--- config.mk ---
export PLATFORM = sky130hd
export DESIGN_NAME = dmem_arbiter_flat
export DESIGN_NICKNAME = d
export VERILOG_FILES = /design/src/rtl/dmem_arbiter_if.sv /design/src/rtl/dmem_arbiter.sv /design/src/flat_wrapper.sv
export SDC_FILE = /design/constraint.sdc
export NUM_CORES = 1
export LEC_CHECK = 0
export CORE_ASPECT_RATIO = 0.5
export CORE_MARGIN = 5
export CORE_UTILIZATION = 30
export DETAILED_ROUTE_END_ITERATION = 12
export PLACE_DENSITY = 0.83
export SETUP_SLACK_MARGIN = 0.15
export SYNTH_ARGS = -nofsm -noshare
export SYNTH_HDL_FRONTEND = slang
export SYNTH_SLANG_ARGS = --single-unit
export TNS_END_PERCENT = 1
--- constraint.sdc ---
create_clock -name clk -period 1.8 [get_ports clk]
set_clock_uncertainty 0.05 [all_clocks]
set_input_delay 0.36 -clock clk [delete_from_list [all_inputs] [get_ports clk]]
set_output_delay 0.36 -clock clk [all_outputs]
set_load 0.1 [all_outputs]
--- src/rtl/dmem_arbiter_if.sv ---
// dmem_arbiter_if: core and host request ports plus the shared data-memory port.
interface dmem_arbiter_if #(parameter int AW = 8, parameter int DW = 8);
    logic          c_req, c_we, c_gnt, c_rvalid;
    logic [AW-1:0] c_addr;
    logic [DW-1:0] c_wdata, c_rdata;
    logic          h_req, h_we, h_lock, h_gnt, h_rvalid;
    logic [AW-1:0] h_addr;
    logic [DW-1:0] h_wdata, h_rdata;
    logic          mem_en, mem_we;
    logic [AW-1:0] mem_addr;
    logic [DW-1:0] mem_wdata, mem_rdata;

    modport master (
        output c_req, c_we, c_addr, c_wdata, h_req, h_we, h_lock, h_addr, h_wdata, mem_rdata,
        input  c_gnt, c_rvalid, c_rdata, h_gnt, h_rvalid, h_rdata, mem_en, mem_we, mem_addr, mem_wdata
    );
    modport slave (
        input  c_req, c_we, c_addr, c_wdata, h_req, h_we, h_lock, h_addr, h_wdata, mem_rdata,
        output c_gnt, c_rvalid, c_rdata, h_gnt, h_rvalid, h_rdata, mem_en, mem_we, mem_addr, mem_wdata
    );
endinterface

--- src/rtl/dmem_arbiter.sv ---
// dmem_arbiter: round-robin core/host arbiter for one data memory with host burst lock.
// Define ARB_STATS_EN to add saturating 16-bit grant counters c_cnt_o/h_cnt_o.
module dmem_arbiter #(
    parameter int AW = 8,
    parameter int DW = 8
) (
    input logic           clk,
    input logic           reset,
    dmem_arbiter_if.slave bus
`ifdef ARB_STATS_EN
    ,
    output logic [15:0]   c_cnt_o,
    output logic [15:0]   h_cnt_o
`endif
);
    localparam logic CORE = 1'b0;
    localparam logic HOST = 1'b1;

    logic          owner_q, owner_d, lock_q, lock_d;
    logic          c_rd_q, h_rd_q, c_gnt, h_gnt;
    logic [DW-1:0] c_rdata_q, h_rdata_q, wdata_d;
    logic [AW-1:0] addr_d;

    always_ff @(posedge clk) begin
        if (reset) begin
            owner_q   <= HOST;
            lock_q    <= 1'b0;
            c_rd_q    <= 1'b0;
            h_rd_q    <= 1'b0;
            c_rdata_q <= '0;
            h_rdata_q <= '0;
        end else begin
            owner_q   <= owner_d;
            lock_q    <= lock_d;
            c_rd_q    <= c_gnt & ~bus.c_we;
            h_rd_q    <= h_gnt & ~bus.h_we;
            c_rdata_q <= c_rd_q ? bus.mem_rdata : c_rdata_q;
            h_rdata_q <= h_rd_q ? bus.mem_rdata : h_rdata_q;
        end
    end

    // Core loses a contended cycle only to a locked host or when it owned the last access.
    always_comb begin
        c_gnt   = ~reset & bus.c_req & ~(bus.h_req & (lock_q | (owner_q == CORE)));
        h_gnt   = ~reset & bus.h_req & ~c_gnt;
        owner_d = c_gnt ? CORE : h_gnt ? HOST : owner_q;
        lock_d  = bus.h_req & bus.h_lock & (h_gnt | lock_q);
    end

    always_comb begin
        addr_d        = c_gnt ? bus.c_addr : h_gnt ? bus.h_addr : '0;
        wdata_d       = c_gnt ? bus.c_wdata : h_gnt ? bus.h_wdata : '0;
        bus.c_gnt     = c_gnt;
        bus.h_gnt     = h_gnt;
        bus.mem_en    = c_gnt | h_gnt;
        bus.mem_we    = c_gnt ? bus.c_we : h_gnt & bus.h_we;
        bus.mem_addr  = addr_d;
        bus.mem_wdata = wdata_d;
        bus.c_rvalid  = c_rd_q & ~reset;
        bus.h_rvalid  = h_rd_q & ~reset;
        bus.c_rdata   = reset ? '0 : c_rd_q ? bus.mem_rdata : c_rdata_q;
        bus.h_rdata   = reset ? '0 : h_rd_q ? bus.mem_rdata : h_rdata_q;
    end

`ifdef ARB_STATS_EN
    logic [15:0] c_cnt_q, h_cnt_q;

    always_ff @(posedge clk) begin
        if (reset) begin
            c_cnt_q <= '0;
            h_cnt_q <= '0;
        end else begin
            c_cnt_q <= c_cnt_q + 16'(c_gnt && (c_cnt_q != 16'hFFFF));
            h_cnt_q <= h_cnt_q + 16'(h_gnt && (h_cnt_q != 16'hFFFF));
        end
    end

    assign c_cnt_o = c_cnt_q;
    assign h_cnt_o = h_cnt_q;
`endif
endmodule

--- src/flat_wrapper.sv ---
// flat-port wrapper written by rule: the top's interface ports become plain ports
module dmem_arbiter_flat 
#(
    parameter int AW = 8,
    parameter int DW = 8
)
  (clk, reset, bus_c_req, bus_c_we, bus_c_addr, bus_c_wdata, bus_h_req, bus_h_we, bus_h_lock, bus_h_addr, bus_h_wdata, bus_mem_rdata, bus_c_gnt, bus_c_rvalid, bus_c_rdata, bus_h_gnt, bus_h_rvalid, bus_h_rdata, bus_mem_en, bus_mem_we, bus_mem_addr, bus_mem_wdata);
  dmem_arbiter_if #(.AW(AW), .DW(DW)) bus_i ();
  input logic clk;
  input logic reset;
  input wire logic [$bits(bus_i.c_req)-1:0] bus_c_req;
  input wire logic [$bits(bus_i.c_we)-1:0] bus_c_we;
  input wire logic [$bits(bus_i.c_addr)-1:0] bus_c_addr;
  input wire logic [$bits(bus_i.c_wdata)-1:0] bus_c_wdata;
  input wire logic [$bits(bus_i.h_req)-1:0] bus_h_req;
  input wire logic [$bits(bus_i.h_we)-1:0] bus_h_we;
  input wire logic [$bits(bus_i.h_lock)-1:0] bus_h_lock;
  input wire logic [$bits(bus_i.h_addr)-1:0] bus_h_addr;
  input wire logic [$bits(bus_i.h_wdata)-1:0] bus_h_wdata;
  input wire logic [$bits(bus_i.mem_rdata)-1:0] bus_mem_rdata;
  output wire logic [$bits(bus_i.c_gnt)-1:0] bus_c_gnt;
  output wire logic [$bits(bus_i.c_rvalid)-1:0] bus_c_rvalid;
  output wire logic [$bits(bus_i.c_rdata)-1:0] bus_c_rdata;
  output wire logic [$bits(bus_i.h_gnt)-1:0] bus_h_gnt;
  output wire logic [$bits(bus_i.h_rvalid)-1:0] bus_h_rvalid;
  output wire logic [$bits(bus_i.h_rdata)-1:0] bus_h_rdata;
  output wire logic [$bits(bus_i.mem_en)-1:0] bus_mem_en;
  output wire logic [$bits(bus_i.mem_we)-1:0] bus_mem_we;
  output wire logic [$bits(bus_i.mem_addr)-1:0] bus_mem_addr;
  output wire logic [$bits(bus_i.mem_wdata)-1:0] bus_mem_wdata;
  assign bus_i.c_req = bus_c_req;
  assign bus_i.c_we = bus_c_we;
  assign bus_i.c_addr = bus_c_addr;
  assign bus_i.c_wdata = bus_c_wdata;
  assign bus_i.h_req = bus_h_req;
  assign bus_i.h_we = bus_h_we;
  assign bus_i.h_lock = bus_h_lock;
  assign bus_i.h_addr = bus_h_addr;
  assign bus_i.h_wdata = bus_h_wdata;
  assign bus_i.mem_rdata = bus_mem_rdata;
  assign bus_c_gnt = bus_i.c_gnt;
  assign bus_c_rvalid = bus_i.c_rvalid;
  assign bus_c_rdata = bus_i.c_rdata;
  assign bus_h_gnt = bus_i.h_gnt;
  assign bus_h_rvalid = bus_i.h_rvalid;
  assign bus_h_rdata = bus_i.h_rdata;
  assign bus_mem_en = bus_i.mem_en;
  assign bus_mem_we = bus_i.mem_we;
  assign bus_mem_addr = bus_i.mem_addr;
  assign bus_mem_wdata = bus_i.mem_wdata;
  dmem_arbiter #(.AW(AW), .DW(DW)) u_core (.clk(clk), .reset(reset), .bus(bus_i));
endmodule
==> impl_metrics.tcl, run 1 <==
set metrics [dict create \
    worst_path_end_type "top-level output" \
    synth-edff-count 0 \
    grt_max_degree 13 \
    syn_area_um2 942 \
    synth_top_cell_by_area "dfxtp_1" \
    synthTopCellsByArea "dfxtp_1 (42%), a22o_2 (18%), mux2i_1 (17%), nor2_1 (7.2%), buf_6 (2.4%)" \
    synth_common_cells "dfxtp_1 (20), nor2_1 (18), a22o_2 (17)" \
    synthArstFlopShare_pct 0 \
    synthesis.nets 136 \
    die_y_um 49.6 \
    ys_ff_latch 20 \
    synth_warnings 0 \
    syn_area_per_cell_um2 10.6 \
    antenna_found_initial 0 \
    yosysSeqAreaShare_pct 42.5 \
    ios 85 \
    pre_cts_ws_ps -392 \
    die_x_um 89.3 \
    status "stopped before the end" \
    worst_endpoint "bus_mem_wdata[4]" \
    cts-root-buf "clkbuf_8" \
    yosys.cell_types.count 16 \
    gp_congestion 0.647 \
    cts_max_level 1 \
    rows 14 \
    error_message "[ERROR DPL-0033] detailed placement checks failed during check placement." \
    cts_made_buffers 3 \
    syn_inst 89 \
    initial_utilization_pct 31.3 \
    yosysTopAreaCellShare_pct 42.5 \
    synth_most_common_cell "dfxtp_1" \
    clock_path_buffers 2 \
    ys.flop_type "dfxtp_1" \
    cts_sinks 20 \
    lastStage "5_1_grt" \
    hpwl_um 3260 \
    portBuffers 84 \
]
per-stage QoR:
step           util (%)  setup TNS, ps  area (um2)  hold slack, ps  cells
4_1_cts            93.9          -3540        2830             492    221
3_5_place_dp       78.0          -9290        2350             514    213
3_3_place_gp       78.0          -7830        2350             499    213
2_1_floorplan         -          -2560        1050             382     89
cell families after synthesis:
group | count (synthesis) | share of synthesized area (%)
flip-flops | 20 | 42.5
buffers and inverters | 9 | 5.84
AO/OA/AOI/OAI | 20 | 22.4
AND/OR/NAND/NOR | 24 | 12.2
multiplexers | 16 | 17.0
what timing repair did:
item	4_1_cts
gates resized for setup	76
pin swaps	23
cloned	2
endpoints found under the setup margin	38
setup buffers	2
hold buffers	0
==> inputs of run 2 (changes only) <==
--- a/config.mk
+++ b/config.mk
@@ -5,12 +5,10 @@
 export SDC_FILE = /design/constraint.sdc
 export NUM_CORES = 1
 export LEC_CHECK = 0
-export CORE_ASPECT_RATIO = 0.5
-export CORE_MARGIN = 5
-export CORE_UTILIZATION = 30
+export CORE_AREA = 5 5 66 68
 export DETAILED_ROUTE_END_ITERATION = 12
-export PLACE_DENSITY = 0.83
-export SETUP_SLACK_MARGIN = 0.15
+export DIE_AREA = 0 0 71 73
+export PLACE_DENSITY_LB_ADDON = 0.15
 export SYNTH_ARGS = -nofsm -noshare
 export SYNTH_HDL_FRONTEND = slang
 export SYNTH_SLANG_ARGS = --single-unit
==> run 2 against run 1 <==
The flow now finishes, with violations (negative setup slack); synthesized cell count unchanged; area after synthesis unchanged.
==> impl_metrics.tcl, run 2 <==
set metrics [dict create \
    holdBufCountCts 0 \
    p_leak_nw 0.918 \
    cp.arrival_ps 1510 \
    antenna_found_initial 0 \
    fmax_ghz 0.521 \
    wire_per_inst_um 15.5 \
    ys.flop_type "dfxtp_1" \
    slew_headroom_pct 85.0 \
    drt_iter0_drc 21 \
    finalCritPeriodShare_pct 107 \
    syn_area_um2 942 \
    fin_crit_ps 1920 \
    yosysTopAreaCellShare_pct 42.5 \
    rsz0062_at_grt "true" \
    synth_warnings 0 \
    finalNonFillerCells 225 \
    die_y_um 73 \
    drive_above_1_share_pct 47.4 \
    hpwl_um 2980 \
    hold_violations 0 \
    finalInstanceArea_um2 2360 \
    dpl-instance-area_um2 2270 \
    synthesis.nets 136 \
    dieArea_um2 5180 \
    cts-root-buf "clkbuf_8" \
    synth-adder-area-share_pct 0 \
    clock_path_buffers 2 \
    syn_inst 89 \
    tightest_slew_ps 218 \
    synth-edff-count 0 \
    grt_max_degree 21 \
    hold_path_class "reg2reg" \
    yosys.cell_types.count 16 \
    maxCapViolCount 0 \
    syn_area_per_cell_um2 10.6 \
    ys_ff_latch 20 \
    end_kind "output pin" \
    synth_xor_area_share_pct 0 \
    required_ps 1390 \
    cts_made_buffers 3 \
    synth_compound_area_share_pct 22.4 \
    mostFrequentLayoutCell "clkdlybuf4s50_1" \
    vias 1012 \
    cts_sinks 20 \
    path_class "reg2out" \
    synth_top_family_by_area "compound AO/OA/AOI/OAI gates" \
    multi_input_area_um2 522 \
    cts_tree "yes" \
    synthArstFlopShare_pct 0 \
    final_cell_mix "clkdlybuf4s50_1 (43), buf_12 (42), dfxtp_1 (17), a22o_2 (16), mux2i_1 (16)" \
    syn_to_final_growth_pct 150 \
    drt_first_pass_iters 4 \
    seqCellArea_um2 407 \
    ant_nets 0 \
    largestRegisters "u_core.c_rdata_q x8, u_core.h_rdata_q x8" \
    die_x_um 71 \
    coreArea_um2 3800 \
    clk_pin_slew_ps 70 \
    fillCellCount 315 \
    ios 85 \
    finalPower_mw 1.50 \
    synthSimpleGateAreaFrac_pct 12.2 \
    routed_via_density 4.50 \
    synth_common_cells "dfxtp_1 (20), nor2_1 (18), a22o_2 (17)" \
    synth_top_cell_by_area "dfxtp_1" \
    synthTopCellsByArea "dfxtp_1 (42%), a22o_2 (18%), mux2i_1 (17%), nor2_1 (7.2%), buf_6 (2.4%)" \
    grt_usage_pct 13.7 \
    failed_checks "negative setup slack" \
    routed_wl_um 3490 \
    initial_utilization_pct 24.8 \
    diodes 0 \
    nets 224 \
    synth_most_common_cell "dfxtp_1" \
    vdd_drop_max_uv 329 \
    clk-insertion-delay-late_ps 250 \
    drc_errors 0 \
    final-setup-viol-count 18 \
    grt-ovfl-total 0 \
    slew_viol_final 0 \
    fin_ws_ps -119 \
    gp_congestion 0.697 \
    powerDensity_nw_per_um2 636 \
    portBuffers 84 \
    grt_pass1_vias 1170 \
    cp-start-kind "flip-flop" \
    rows 23 \
    fin_setup_tns_ps -1920 \
    yosysSeqAreaShare_pct 42.5 \
    synth.area.mux_share_pct 17.0 \
    status "finished with violations" \
    crit_fanout 20 \
    dp_cells 222 \
    cts_max_level 1 \
    grt_pass1_wl_um 5610 \
]
[run 2: cell counts after synthesis]
No cell type changed its count.
[run 2: report_power, final]
part / total, mW / switching [mW] / internal [mW]
combinational: 0.756 / 0.438 / 0.318
clock: 0.277 / 0.129 / 0.148
sequential: 0.467 / 0.00870 / 0.458
[run 2: worst paths after layout]
path | startpoint | endpoint | slack [ps] | cells past startpoint
setup / recovery | u_core.lock_q | bus_mem_addr[0] | -120 | 5
hold / removal | u_core.owner_q | u_core.owner_q | 490 | 1
hold reg to reg | u_core.owner_q | u_core.owner_q | 490 | 1
setup reg to reg | u_core.lock_q | u_core.lock_q | 640 | 4
[run 2: logic make-up (layout without fill, tap and decap cells)]
group | after synthesis | after routing
flops | 20 | 20
compound gates | 20 | 20
simple gates | 24 | 24
buf+inv | 9 | 95
mux | 16 | 16
[run 2: metrics by stage]
stage / util [%] / setup WS (ps) / hold slack [ps]
CTS: 61.0 / -151 / 500
floorplan: - / -502 / 382
detailed placement: 59.8 / -385 / 499
global placement: 59.8 / -354 / 491
finish: 62.1 / -119 / 488
global route: 62.1 / -155 / 511
[run 2: layer usage]
layer / wire length, um / global-route usage (%) / up-vias
met3: 309 / 5.10 / 4
met1: 1120 / 13.3 / 475
met5: 0 / 0 / -
li1: - / - / 490
met2: 2020 / 26.7 / 43
met4: 40 / 4.38 / 0
[run 2: critical path, stage by stage, from the launching register on]
cell	delay, ps
dfxtp_1	300
nand2b_4	150
o211a_1	240
buf_12	160
a22o_2	230
buf_12	170
[run 2: area by class of cell]
cell class / instances / share of cell area [%]
tap: 50 / 2.65
clock buffer: 3 / 1.75
sequential: 20 / 17.3
inverter: 2 / 0.318
timing repair buffer: 90 / 55.9
multi-input combinational: 60 / 22.1
[run 2: repair_timing]
item	4_1_cts	5_1_grt
pin swaps	2	1
resized for setup	8	14
buffers inserted	0	0
endpoints found under the setup margin	38	29
Power figures use the tool's default switching activity.
==> inputs of run 3 (changes only) <==
==> constraint.sdc (replaced) <==
create_clock -name clk -period 1.8 [get_ports clk]
set_clock_uncertainty 0.05 [all_clocks]
set_input_delay 0.27 -clock clk [delete_from_list [all_inputs] [get_ports clk]]
set_output_delay 0.27 -clock clk [all_outputs]
set_load 0.1 [all_outputs]
==> run 3 against run 2 <==
Critical endpoint is now bus_mem_we; routed wire length is 9.9% higher; sequential share of layout area decreased by 1.4 points; the flow still finishes with violations (negative setup slack); largest cell class unchanged; hold slack lost 16 ps; final cell count grew 2.2%; critical path type unchanged; fmax is 3.3% higher; core utilization grew 4.5 points; combinational power rose by 8.5%.
==> impl_metrics.tcl, run 3 (synthesis gave the netlist of run 2 again) <==
set metrics [dict create \
    crit_fanout 4 \
    cts-root-buf "clkbuf_8" \
    wire_per_inst_um 16.7 \
    cp-start-kind "flip-flop" \
    fillCellCount 289 \
    finalNonFillerCells 230 \
    cp.arrival_ps 1540 \
    rows 23 \
    switching_power_mw 0.591 \
    clk-insertion-delay-late_ps 240 \
    clk_pin_slew_ps 60 \
    p_clk_share_pct 17.5 \
    multi_input_area_um2 624 \
    dieArea_um2 5180 \
    dp_cells 223 \
    p_int_mw 0.964 \
    p_leak_nw 1.03 \
    ios 85 \
    fmax_ghz 0.538 \
    power_frac_comb_pct 52.7 \
    nets 229 \
    finalInstanceArea_um2 2530 \
    hpwl_um 2920 \
    grt_max_degree 20 \
    slowest_stage "dfxtp_1" \
    mostFrequentLayoutCell "clkdlybuf4s50_1" \
    grt_pass1_wl_um 6140 \
    largestRegisters "u_core.c_rdata_q x8, u_core.h_rdata_q x8" \
    maxCapViolCount 0 \
    ant_nets 0 \
    pre_cts_ws_ps -185 \
    die_y_um 73 \
    fin_setup_tns_ps -822 \
    diodes 0 \
    grt_usage_pct 15.0 \
    antenna_found_initial 0 \
    status "finished with violations" \
    clock_path_buffers 2 \
    worst-path-buf-inv 3 \
    dpl-instance-area_um2 2260 \
    slew_viol_final 0 \
    final-setup-viol-count 18 \
    vias 1042 \
    gp_congestion 0.712 \
    drt_iter0_drc 20 \
    slew_headroom_pct 81.7 \
    portBuffers 84 \
    fin_ws_ps -57.8 \
    hold_path_class "reg2reg" \
    slowest_delay_ps 310 \
    powerDensity_nw_per_um2 615 \
    sw_frac_of_total_pct 38.0 \
    routed_via_density 4.53 \
    grt_pass1_vias 1264 \
    drt_first_pass_iters 4 \
    finalCritPeriodShare_pct 103 \
    critPathTopFamily "buffers and inverters" \
    pwr-share-seq_pct 29.8 \
    tightest_slew_ps 273 \
    coreArea_um2 3800 \
    syn_to_final_growth_pct 168 \
    drive_above_1_share_pct 42.8 \
    drc_errors 0 \
    finalPower_mw 1.56 \
    failed_checks "negative setup slack" \
    grt-ovfl-total 0 \
    path_class "reg2out" \
    seqCellArea_um2 402 \
    cts_tree "yes" \
    fin_crit_ps 1860 \
    cp_cell_sequence "nand2b_4, a211oi_4, buf_6, clkbuf_16, a22o_4, buf_12" \
    hold_violations 0 \
    initial_utilization_pct 24.8 \
    required_ps 1480 \
    cts_made_buffers 3 \
    vdd_drop_max_uv 272 \
    rsz0062_at_grt "true" \
    cts_sinks 20 \
    final_cell_mix "clkdlybuf4s50_1 (43), buf_12 (40), dfxtp_1 (19), nor2_1 (18), a22o_4 (17)" \
    routed_wl_um 3840 \
    end_kind "output pin" \
    cts_max_level 1 \
    die_x_um 71 \
]
## run 3: worst reg2reg max path, delay by kind of cell, from the launching register on
family / cells / cell delay [ps]
buf+inv: 3 / 420
compound gates: 1 / 210
flops: 1 / 310
simple gates: 2 / 270
## run 3: timing repair
action | in CTS | in global routing
pin swaps | 2 | 11
setup buffers | 1 | 0
setup endpoints to repair | 32 | 18
cloned | 2 | 1
gates resized for setup | 21 | 6
hold buffers | 0 | 0
## run 3: final cells by class
cell class,instances,area share (%)
timing repair buffer,95,55.0
multi-input combinational,60,24.7
sequential,20,15.9
tap,50,2.48
clock buffer,3,1.63
inverter,2,0.297
## run 3: worst paths after layout
| path | from | end | slack, ps | depth (start not counted) |
|---|---|---|---|---|
| hold / removal | u_core.owner_q | u_core.owner_q | 470 | 1 |
| setup / recovery | u_core.lock_q | bus_mem_we | -60 | 6 |
| hold reg to reg | u_core.owner_q | u_core.owner_q | 470 | 1 |
| setup reg to reg | u_core.lock_q | u_core.c_rd_q | 490 | 6 |
## run 3: stage by stage
stage | hold WS (ps) | util [%]
final | 471 | 66.5
after floorplan | 292 | -
after detailed placement | 496 | 59.5
after global routing | 488 | 66.5
after global placement | 492 | 59.5
after CTS | 471 | 64.7
## run 3: routing by layer
| metal | global-route usage [%] | part of all wire (%) | up-vias |
|---|---|---|---|
| li1 | - | - | 504 |
| met1 | 14.8 | 35 | 466 |
| met2 | 27.0 | 50 | 68 |
| met3 | 9.23 | 14 | 4 |
| met4 | 3.13 | 0.89 | 0 |
| met5 | 0 | 0 | - |
## run 3: power groups by stage
stage               registers, mW  logic [mW]  clock network [mW]
floorplan                   0.472       0.419                   0
global placement            0.473       0.746                   0
detailed placement          0.473       0.754                   0
CTS                         0.464       0.804               0.287
global route                0.465       0.848               0.304
finish                      0.464       0.820               0.272
==> inputs of run 4 (changes only) <==
==> constraint.sdc (replaced) <==
create_clock -name clk -period 1.65 [get_ports clk]
set_clock_uncertainty 0.05 [all_clocks]
set_input_delay 0.2475 -clock clk [delete_from_list [all_inputs] [get_ports clk]]
set_output_delay 0.2475 -clock clk [all_outputs]
set_load 0.1 [all_outputs]
==> run 4 against run 3 <==
The run still ends with negative setup slack left; first-iteration DRC count decreased by 50%; clock power increased by 34%; total power increased by 12%; via count increased by 0.67%; sequential share of layout area increased by 0.22 points; critical path depth unchanged.
==> impl_metrics.tcl, run 4 (synthesis gave the netlist of run 2 again) <==
set metrics [dict create \
    finalInstanceArea_um2 2490 \
    drt_iter0_drc 10 \
    syn_to_final_growth_pct 165 \
    crit_fanout 10 \
    cts_made_buffers 3 \
    p_leak_nw 0.996 \
    powerDensity_nw_per_um2 697 \
    cts_sinks 20 \
    die_x_um 71 \
    maxCapViolCount 0 \
    gp_congestion 0.682 \
    routed_wl_um 3550 \
    finalPower_mw 1.74 \
    final-setup-viol-count 19 \
    wire_per_inst_um 15.3 \
    fin_setup_tns_ps -2930 \
    hold_path_class "in2reg" \
    initial_utilization_pct 24.8 \
    dieArea_um2 5180 \
    drive_above_1_share_pct 52.7 \
    grt_usage_pct 13.7 \
    drc_errors 0 \
    seqCellArea_um2 402 \
    clock_path_buffers 2 \
    coreArea_um2 3800 \
    fin_ws_ps -186 \
    vias 1049 \
    end_kind "output pin" \
    nets 230 \
    routed_via_density 4.52 \
    diodes 0 \
    ant_nets 0 \
    required_ps 1350 \
    cp_common_cell "buf_12" \
    portBuffers 84 \
    drt_first_pass_iters 3 \
    clk_pin_slew_ps 80 \
    rows 23 \
    grt-ovfl-total 0 \
    hpwl_um 3080 \
    fmax_ghz 0.545 \
    cts_tree "yes" \
    mostFrequentLayoutCell "clkdlybuf4s50_1" \
    dpl-instance-area_um2 2390 \
    finalCritPeriodShare_pct 111 \
    hold_depth 2 \
    fin_crit_ps 1840 \
    cp_cell_sequence "nand2b_4, a211oi_4, buf_6, buf_12, a22o_2, buf_12" \
    grt_pass1_wl_um 5700 \
    cp.arrival_ps 1540 \
    slowest_stage "dfxtp_1" \
    holdBufCountCts 0 \
    status "finished with violations" \
    hold_violations 0 \
    antenna_found_initial 0 \
    grt_pass1_vias 1201 \
    cts-root-buf "clkbuf_8" \
    rsz0062_at_grt "true" \
    slew_viol_final 0 \
    slew_headroom_pct 80.1 \
    vdd_drop_max_uv 363 \
    multi_input_area_um2 602 \
    path_class "reg2out" \
    ios 85 \
    whs_ps 441 \
    failed_checks "negative setup slack" \
    slowest_delay_ps 300 \
    fin_util_pct 65.6 \
    cp-start-kind "flip-flop" \
    die_y_um 73 \
    fillCellCount 309 \
    tightest_slew_ps 298 \
    cts_max_level 1 \
    clk-insertion-delay-late_ps 250 \
    rr_worst_depth 5 \
    final_cell_mix "clkdlybuf4s50_1 (43), buf_12 (40), dfxtp_1 (19), nor2_2 (17), mux2i_1 (16)" \
    grt_max_degree 20 \
    largestRegisters "u_core.c_rdata_q x8, u_core.h_rdata_q x8" \
]
==> run 4: cell count changes in the layout (fill, tap and decap cells not counted), moves of 2 or more <==
| cell | before | now |
|---|---|---|
| a22o_2 | 0 | 8 |
| a22o_4 | 17 | 9 |
| buf_4 | 4 | 6 |
| nor2_1 | 18 | 1 |
| nor2_2 | 0 | 17 |
==> run 4: stage by stage <==
stage	cells	setup slack, ps
floorplan	89	-65.8
global placement	226	-288
detailed placement	226	-330
CTS	232	-190
global route	232	-250
finish	232	-186
==> run 4: worst paths after layout <==
path / end / slack [ps] / from
worst max-delay path: bus_mem_wdata[1] / -190 / u_core.lock_q
worst min-delay path: u_core.owner_q / 440 / reset
worst max register to register: u_core.lock_q / 390 / u_core.lock_q
worst min register to register: u_core.owner_q / 490 / u_core.owner_q
==> run 4: where the power goes <==
| group | total [mW] | leakage [nW] | internal [mW] | switching (mW) |
|---|---|---|---|---|
| Sequential | 0.506 | 0.162 | 0.500 | 0.00635 |
| Combinational | 0.867 | 0.805 | 0.371 | 0.496 |
| Clock | 0.364 | 0.0288 | 0.212 | 0.152 |
| Total | 1.74 | 0.996 | 1.08 | 0.654 |
==> run 4: metal layers <==
metal	track usage, %	up-vias	wire, um
met3	5.51	4	368
met5	0	-	0
li1	-	504	-
met4	5.64	0	59
met1	14.6	489	1190
met2	24.1	52	1940
==> run 4: area by class of cell <==
class / instances / share of cell area, %
timing repair buffer: 96 / 54.7
multi-input combinational: 60 / 24.1
sequential: 20 / 16.1
tap: 50 / 2.51
clock buffer: 4 / 2.21
inverter: 2 / 0.301
==> run 4: worst max-delay path: cells and delay by family, from the launching register on <==
kind,cells,cell delay (ps)
AOI/OAI and AO/OA,2,380
buffers and inverters,3,440
DFF,1,300
and+or+nand+nor,1,150
==> run 4: repair_timing <==
action	4_1_cts	5_1_grt
buffers inserted	1	0
cloned	1	0
pin swaps	2	2
resized for setup	8	1
setup endpoints to repair	38	19
